## config.mk

```make
export PLATFORM = sky130hd
export DESIGN_NAME = usb_tx_ctrl
export DESIGN_NICKNAME = d
export VERILOG_FILES = /design/src/rtl/usb_tx_pkg.sv /design/src/rtl/usb_tx_ctrl_crc16.sv /design/src/rtl/usb_tx_ctrl.sv
export SDC_FILE = /design/constraint.sdc
export NUM_CORES = 1
export LEC_CHECK = 0
export ABC_CLOCK_PERIOD_IN_PS = 3140
export CAP_MARGIN = 25
export CORE_UTILIZATION = 55
export DETAILED_ROUTE_END_ITERATION = 10
export HOLD_SLACK_MARGIN = 0.12
export PLACE_DENSITY = 0.93
export SYNTH_ARGS = -nofsm -noshare
export SYNTH_HDL_FRONTEND = slang
export SYNTH_SLANG_ARGS = --single-unit
export TNS_END_PERCENT = 1
```

## constraint.sdc

```tcl
create_clock -name clk -period 3.14 [get_ports clk]
set_input_delay 0.785 -clock clk [delete_from_list [all_inputs] [get_ports clk]]
set_output_delay 0.785 -clock clk [all_outputs]
set_load 0.01 [all_outputs]
```

## src/rtl/usb_tx_pkg.sv

```systemverilog
// usb_tx_pkg: shared types and constants for the USB transmit sequencer.
//   tx_state_t      sequencer state encoding (CRC state only with USB_TX_CRC16_EN)
//   SYNC_DEFAULT    default SYNC byte, sent LSB-first
//   CRC16_*         CRC16 polynomial (normal form), seed and good-packet residual
//   reflect16()     bit-reverses a 16-bit value (used to build the LSB-first polynomial)
package usb_tx_pkg;

   localparam int BYTE_W    = 8;
   localparam int IDX_W     = 3;
   localparam int EOP_CNT_W = 3;
   localparam int CRC_W     = 16;

   localparam logic [BYTE_W-1:0] SYNC_DEFAULT   = 8'h80;
   localparam logic [CRC_W-1:0]  CRC16_POLY     = 16'h8005;
   localparam logic [CRC_W-1:0]  CRC16_SEED     = 16'hFFFF;
   localparam logic [CRC_W-1:0]  CRC16_RESIDUAL = 16'h800D;

   typedef enum logic [2:0] {
      S_IDLE = 3'd0,
      S_SYNC = 3'd1,
      S_DATA = 3'd2,
`ifdef USB_TX_CRC16_EN
      S_CRC  = 3'd3,
`endif
      S_EOP  = 3'd4,
      S_DONE = 3'd5
   } tx_state_t;

   function automatic logic [CRC_W-1:0] reflect16(input logic [CRC_W-1:0] v);
      logic [CRC_W-1:0] r;
      r = '0;
      for (int i = 0; i < CRC_W; i++) r[i] = v[CRC_W-1-i];
      return r;
   endfunction

endpackage

```

## src/rtl/usb_tx_ctrl_crc16.sv

```systemverilog
// crc16_serial: bit-serial CRC16 in LSB-first (reflected) form.
//   clk, rst_L  clock, async active-low reset (register goes to seed)
//   clr         reload the seed
//   en          absorb din this cycle
//   din         serial data bit
//   crc         current CRC register
// Feeding din = crc[0] makes the feedback zero, so the register simply
// shifts right; the controller uses this to serialise the CRC itself.
module crc16_serial
   import usb_tx_pkg::*;
(
   input  logic             clk,
   input  logic             rst_L,
   input  logic             clr,
   input  logic             en,
   input  logic             din,
   output logic [CRC_W-1:0] crc
);

   localparam logic [CRC_W-1:0] POLY_R = reflect16(CRC16_POLY);

   logic fb;
   assign fb = crc[0] ^ din;

   always_ff @(posedge clk or negedge rst_L) begin
      if (!rst_L)   crc <= CRC16_SEED;
      else if (clr) crc <= CRC16_SEED;
      else if (en)  crc <= (crc >> 1) ^ (fb ? POLY_R : '0);
   end

endmodule

```

## src/rtl/usb_tx_ctrl.sv

```systemverilog
// usb_tx_ctrl: transmit sequencer feeding the serial bit stuffer.
// Emits SYNC, then packet bytes LSB-first, optionally CRC16 (build with
// USB_TX_CRC16_EN), then EOP_BITS cycles of SE0 and a done pulse.
//   clk, rst_L     clock, async active-low reset
//   start          begin a packet (only looked at in IDLE)
//   byte_in/valid/last, byte_ready   byte handshake (ready is combinational)
//   stuff_bit      bit to the stuffer; stuff_pause holds it
//   se0            EOP single-ended zero
//   busy, done, err_underrun         status
module usb_tx_ctrl
   import usb_tx_pkg::*;
#(
   parameter logic [BYTE_W-1:0] SYNC_BYTE = SYNC_DEFAULT,
   parameter int                EOP_BITS  = 2
) (
   input  logic              clk,
   input  logic              rst_L,
   input  logic              start,
   input  logic [BYTE_W-1:0] byte_in,
   input  logic              byte_valid,
   input  logic              byte_last,
   output logic              byte_ready,
   output logic              stuff_bit,
   input  logic              stuff_pause,
   output logic              se0,
   output logic              busy,
   output logic              done,
   output logic              err_underrun
);

   localparam logic [IDX_W-1:0]     IDX_LAST = '1;
   localparam logic [EOP_CNT_W-1:0] EOP_END  = EOP_CNT_W'(EOP_BITS - 1);

   tx_state_t             state, state_nx;
   logic [BYTE_W-1:0]     sh, sh_nx;
   logic [IDX_W-1:0]      idx, idx_nx;
   logic [EOP_CNT_W-1:0]  eop_cnt, eop_cnt_nx;
   logic                  last_seen, last_nx;

`ifdef USB_TX_CRC16_EN
   logic             crc_clr, crc_en, crc_din;
   logic             crc_hi, crc_hi_nx;  // second CRC byte in flight
   logic [CRC_W-1:0] crc;

   crc16_serial u_crc (
      .clk(clk), .rst_L(rst_L), .clr(crc_clr), .en(crc_en), .din(crc_din), .crc(crc)
   );
`endif

   always_ff @(posedge clk or negedge rst_L) begin
      if (!rst_L) begin
         state     <= S_IDLE;
         sh        <= '0;
         idx       <= '0;
         eop_cnt   <= '0;
         last_seen <= 1'b0;
`ifdef USB_TX_CRC16_EN
         crc_hi    <= 1'b0;
`endif
      end else begin
         state     <= state_nx;
         sh        <= sh_nx;
         idx       <= idx_nx;
         eop_cnt   <= eop_cnt_nx;
         last_seen <= last_nx;
`ifdef USB_TX_CRC16_EN
         crc_hi    <= crc_hi_nx;
`endif
      end
   end

   assign busy = (state != S_IDLE);
   assign done = (state == S_DONE);

   always_comb begin
      state_nx     = state;
      sh_nx        = sh;
      idx_nx       = idx;
      eop_cnt_nx   = eop_cnt;
      last_nx      = last_seen;
      byte_ready   = 1'b0;
      err_underrun = 1'b0;
      stuff_bit    = 1'b0;
      se0          = 1'b0;
`ifdef USB_TX_CRC16_EN
      crc_clr      = 1'b0;
      crc_en       = 1'b0;
      crc_din      = sh[0];
      crc_hi_nx    = crc_hi;
`endif
      case (state)
         S_IDLE: begin
            if (start) begin
               sh_nx      = SYNC_BYTE;
               idx_nx     = '0;
               eop_cnt_nx = '0;
               last_nx    = 1'b0;
               state_nx   = S_SYNC;
`ifdef USB_TX_CRC16_EN
               crc_clr    = 1'b1;
               crc_hi_nx  = 1'b0;
`endif
            end
         end
         S_SYNC, S_DATA: begin
            stuff_bit  = sh[0];
            byte_ready = (idx == IDX_LAST) && !stuff_pause && !last_seen;
            if (!stuff_pause) begin
               sh_nx  = sh >> 1;
               idx_nx = idx + 1'b1;
`ifdef USB_TX_CRC16_EN
               crc_en = (state == S_DATA);  // SYNC bits stay out of the CRC
`endif
               if (idx == IDX_LAST) begin
                  if (byte_ready) begin
                     if (byte_valid) begin
                        sh_nx    = byte_in;
                        idx_nx   = '0;
                        last_nx  = byte_last;
                        state_nx = S_DATA;
                     end else begin
                        // Nothing to send: abort straight into EOP, no CRC.
                        err_underrun = 1'b1;
                        state_nx     = S_EOP;
                     end
                  end else begin
`ifdef USB_TX_CRC16_EN
                     state_nx = S_CRC;
`else
                     state_nx = S_EOP;
`endif
                  end
               end
            end
         end
`ifdef USB_TX_CRC16_EN
         S_CRC: begin
            stuff_bit = ~crc[0];
            if (!stuff_pause) begin
               crc_en  = 1'b1;
               crc_din = crc[0];  // zero feedback: plain right shift
               idx_nx  = idx + 1'b1;
               if (idx == IDX_LAST) begin
                  if (crc_hi) state_nx  = S_EOP;
                  else        crc_hi_nx = 1'b1;
               end
            end
         end
`endif
         S_EOP: begin
            // A pending stuffed 0 goes out before SE0 starts.
            se0 = !stuff_pause;
            if (se0) begin
               eop_cnt_nx = eop_cnt + 1'b1;
               if (eop_cnt == EOP_END) state_nx = S_DONE;
            end
         end
         S_DONE:  state_nx = S_IDLE;
         default: state_nx = S_IDLE;
      endcase
   end

endmodule

```

# Yosys cells after proc, flatten, opt, wreduce, memory -nomap -nowiden

Cells that the tools add are included.

Output and inout bits: 6
Bits of input ports: 14
Register bits after elaboration: 18
Word-level logic and storage cells: 69

Muxes and demuxes: 36
Equal/unequal tests: 13
Add/subtract/negate cells: 2
Reductions and logical operators: 13

Operators with widths:

| kind                                                            | number |
|---|---|
| 8-bit two-way mux                                               | 5 |
| 3-bit two-way mux                                               | 13 |
| 8-bit case mux with 2 select lines                              | 1 |
| 2-bit != test, second input constant                            | 7 |
| 1-bit two-way mux                                               | 13 |
| 3-bit case mux with 2 select lines                              | 2 |
| 3-bit == test, second input constant                            | 3 |
| 3-bit case mux with 3 select lines                              | 1 |
| 3-bit by 1-bit adder with 3-bit output, second input constant   | 2 |
| 3-bit by 1-bit == test with 1-bit output, second input constant | 2 |
| 3-bit AND reduction                                             | 2 |
| 6-bit AND reduction                                             | 1 |
| 5-bit AND reduction                                             | 1 |
| 2-bit nonzero test                                              | 2 |
| 3-bit by 2-bit == test with 1-bit output, second input constant | 1 |
| 3-bit logical NOT                                               | 1 |
| 3-bit nonzero test                                              | 1 |
| 1-bit logical AND                                               | 2 |
| 1-bit logical NOT                                               | 2 |
| 1-bit case mux with 2 select lines                              | 1 |
| 2-bit OR reduction                                              | 1 |

# Depth between registers and ports, before layout

Depth in word-level cells: 7
Depth in mapped cells: 6
Depth with buffers taken out: 5

# Worst setup path before layout

Ideal clock, no wire load.

Path type: input to output
From: input stuff_pause
To: output err_underrun
Required time: 2.355 ns
Arrival: 1.478 ns
Stages: 3
Setup slack: 0.877 ns
Path buffers: 1
Path through: clkbuf_1 -> nand2b_1 -> nor4_1

Cells in the longest elaborated chain, start to end: 7

RTL lines:

| element                        | RTL line           | RTL |
|---|---|---|
| start: declaration             | usb_tx_ctrl.sv:24  | `input logic stuff_pause,` |
| 1-bit logical NOT              | usb_tx_ctrl.sv:107 | `byte_ready = (idx == IDX_LAST) && !stuff_pause && !last_seen;` |
| 1-bit logical AND (2 in a row) | usb_tx_ctrl.sv:107 |  |
| 1-bit two-way mux              | usb_tx_ctrl.sv:115 | `if (byte_ready) begin` |
| 1-bit two-way mux              | usb_tx_ctrl.sv:114 | `if (idx == IDX_LAST) begin` |
| 1-bit two-way mux (*)          | usb_tx_ctrl.sv:108 | `if (!stuff_pause) begin` |
| 1-bit two-way mux (*)          | usb_tx_ctrl.sv:91  | `case (state)` |
| end: declaration               | usb_tx_ctrl.sv:28  | `output logic err_underrun` |

Mark *: on every way between the ends. The rest lies on a longest branch, timed or not.

# Worst setup path after layout

Ends and elaborated chain as after synthesis.

==> parameters.txt <==
Parameter                              Value

Clock tree
  H-tree depth    1
  Clock buffer count from CTS    3
  Post-CTS resize count    0
  CTS tree    done
  Number of post-CTS setup repair buffers    0
  Worst-Skew Late Latency    300 ps
  Clk sink count    18
  CTS Buffer Depth    2
  Register clock-pin slew on the reported worst setup and hold paths    90 ps
  CTS root buf    sky130_fd_sc_hd__clkbuf_4
  CTS Hold Bufs    0

Synth
  Syn Nets    117
  Number of synthesized flops with an enable pin    0
  Seq/Total Area, Yosys    0.4105
  Synth Area per Inst    11.08 um2
  Most common library cells after synthesis    sky130_fd_sc_hd__dfrtp_1, sky130_fd_sc_hd__mux2i_1, sky130_fd_sc_hd__inv_1, sky130_fd_sc_hd__o2bb2ai_2, sky130_fd_sc_hd__nor2_1
  Most common cell in the netlist    sky130_fd_sc_hd__dfrtp_1
  XOR/XNOR share of the synthesized area    0.007982
  Cell Area, Synth    0.001097 mm2
  Cells after Synth    99
  #FFs+latches synth    18
  Post-synth ARST share    1.000
  Number of distinct library cells after synthesis    38
  Leading post-synthesis cells by cell area    sky130_fd_sc_hd__dfrtp_1, sky130_fd_sc_hd__o2bb2ai_2, sky130_fd_sc_hd__mux2i_1, sky130_fd_sc_hd__ha_1, sky130_fd_sc_hd__inv_1
  Synth Area in Simple Gates    0.1368
  Post-synth top area share    0.4105
  Arithmetic-cell share of the synthesized area counting full adders, half adders and majority gates    0.04561
  Multiplexer share of the synthesized area    0.08324
  Warning count from the yosys run    0
  Ys flop type    sky130_fd_sc_hd__dfrtp_1
  Largest family of logic cells by synthesized area    compound AO/OA/AOI/OAI gates
  Cell type contributing the most total cell area after synthesis    sky130_fd_sc_hd__dfrtp_1
  Synth Area in Compound Gates    0.2531

Timing
  Setup Skew    5.647 ps
  Period minus WS final    3027 ps
  Fin Hold WS    504.8 ps
  Worst slew slack as a fraction of its limit    0.4682
  Setup TNS    0 ps
  Worst-margin pin slew    795.2 ps
  Unrepaired setup endpoints after global routing    no
  Fin. max-slew vios    0
  Count of endpoints failing setup in the final report    0
  Final Hold Vio Count    0
  Peak clock frequency supported by timing    0.3303 GHz
  Final critical-path share of the clock period    0.9641

Routing
  First-pass detailed-route iteration total    4
  Number of DRC violations after detailed-routing iteration 0    8
  Post-detailed-route via-to-cell ratio    6.070
  DRT antenna net count    0
  Average wire per standard cell    15.69 um
  Post-route DRC    0
  Vias    868
  Drt total wl    2244 um

Power
  Internal power    607.6 uW
  Switch Pwr    391.8 uW
  Fraction of power spent switching nets    0.3921
  Part of the total power dissipated in combinational logic    0.506
  Largest voltage drop on the vdd net    448.9 uV
  Clk pwr share    0.114
  Pwr dens    747.9 mW/mm2
  Proportion of power drawn by flip-flops and latches    0.380
  Cell leakage power    0.0005409 uW
  Power, Total    999.4 uW

Floorplan
  Initial standard-cell utilization of the core    0.6090
  Boundary Pins    20
  Area of the core    0.001802 mm2
  Horizontal extent of the die    46.67 um
  Overall die area    0.002178 mm2
  Number of rows created at floorplan    15
  Height of the die    46.67 um

Global routing
  Antenna violations before repair    0
  Maximum number of pins on one net before global-route repair    19
  GR Overflow Total    0
  First-pass GRT wire length    3684 um
  Via count of the first global-routing pass    848
  Overall track demand over capacity in global routing    0.2437

Placement
  Number of I/O port buffers    19
  DP Cell Count    140
  DPL Wire Length    1649 um
  Routability congestion estimate    0.8228

Worst setup path
  Worst Path Required    2350 ps
  Setup Crit Path Kind    primary input to output pin
  Critical-path cell with the highest stage delay    sky130_fd_sc_hd__clkdlybuf4s50_1
  Peak fanout along the critical path    6
  Delay of the slowest cell on the worst path    570 ps
  CP endpoint kind    output pin
  Most common cell type on the critical path    sky130_fd_sc_hd__clkdlybuf4s50_1
  Crit path DAT    2240 ps
  Sequence of cells on the critical path    clkdlybuf4s50_1 -> nand2b_1 -> nor4_1 -> clkdlybuf4s50_1
  Gate family responsible for the most delay along the worst path    buffers and inverters
  Number of buffer and inverter stages on the critical path    2
  Setup crit start kind    primary input

Finish
  Number of non-filler instances in the completed layout    143
  Area Overhead vs Synth    21.78%
  Ratio of cells with drive above 1 in the final layout    0.1525
  Number of antenna cells inserted    0
  Final core utilization    0.7417
  Fin nets    138

Job
  # Max-Cap Violations    0

Status
  Run status    finished, final reports clean

Worst hold path
  Worst Hold Class    register to register
==> metrics by stage <==
step / instance area (um2) / worst slack [ps]
floorplan: 1097 / 877.2
global placement: 1314 / 118.2
detailed placement: 1314 / 102.2
CTS: 1336 / 112.8
global route: 1336 / 4.697
finish: 1336 / 112.9
==> flip-flops by register name (all words and copies together), names as in the netlist <==
register,flops
eop_cnt,3
idx,3
last_seen,1
sh,8
state,3
==> cell usage in the layout, fill, tap and decap left out, drive strengths merged, types with 4 or more instances in the layout <==
| cell type | Yosys | final |
|---|---|---|
| mux2i | 8 | 8 |
| o2bb2ai | 10 | 10 |
| clkdlybuf4s50 | 0 | 19 |
| dfrtp | 18 | 18 |
| nor2 | 5 | 5 |
| ha | 4 | 4 |
| nor3 | 4 | 4 |
| inv | 7 | 7 |
| buf | 5 | 5 |
| nor4 | 4 | 4 |
==> layout make-up <==
| type | instances | area (um2) |
|---|---|---|
| timing repair buffer | 24 | 227.7 |
| sequential | 18 | 450.4 |
| clock buffer | 3 | 22.52 |
| tap | 25 | 31.28 |
| fill | 120 | 465.4 |
| multi-input combinational | 66 | 578.1 |
| inverter | 7 | 26.28 |
==> power by group through the flow <==
stage                     logic [uW]  registers [uW]  clock network [uW]
after global placement           483             376                   0
final                            506             379                 114
after global routing             550             387                 125
after detailed placement         505             382                   0
after floorplan                  395             364                   0
after CTS                        507             378                 117
==> worst reg2reg max path, stage by stage (launching register included) <==
cell and delay, ps:
sky130_fd_sc_hd__dfrtp_1 410, sky130_fd_sc_hd__ha_1 210, sky130_fd_sc_hd__ha_1 260, sky130_fd_sc_hd__and4bb_1 430, sky130_fd_sc_hd__a211o_1 370, sky130_fd_sc_hd__mux2_2 270
==> routing by layer <==
metal,vias up,share of wire,track usage
met2,19,0.47,0.4083
met1,429,0.47,0.2882
met4,0,0.018,0.1429
met5,-,0,0
met3,5,0.034,0.04314
li1,415,-,-
==> cell families after synthesis <==
logic type | after synthesis
AOI/OAI and AO/OA | 28
and+or+nand+nor | 24
DFF | 18
buffers and inverters | 15
muxes | 9
adders and majority gates | 4
xor gates and xnor gates | 1
==> worst paths after layout <==
path / startpoint / to / slack (ps) / cells past startpoint
max: stuff_pause / err_underrun / 110 / 4
min: sh[1] / sh[1] / 500 / 1
max reg2reg: idx[0] / sh[7] / 1080 / 5
min reg2reg: sh[1] / sh[1] / 500 / 1
max in group asynchronous: rst_L / state[1] / 1700 / 1
min in group asynchronous: rst_L / sh[4] / 940 / 1
Power figures use the tool's default switching activity.
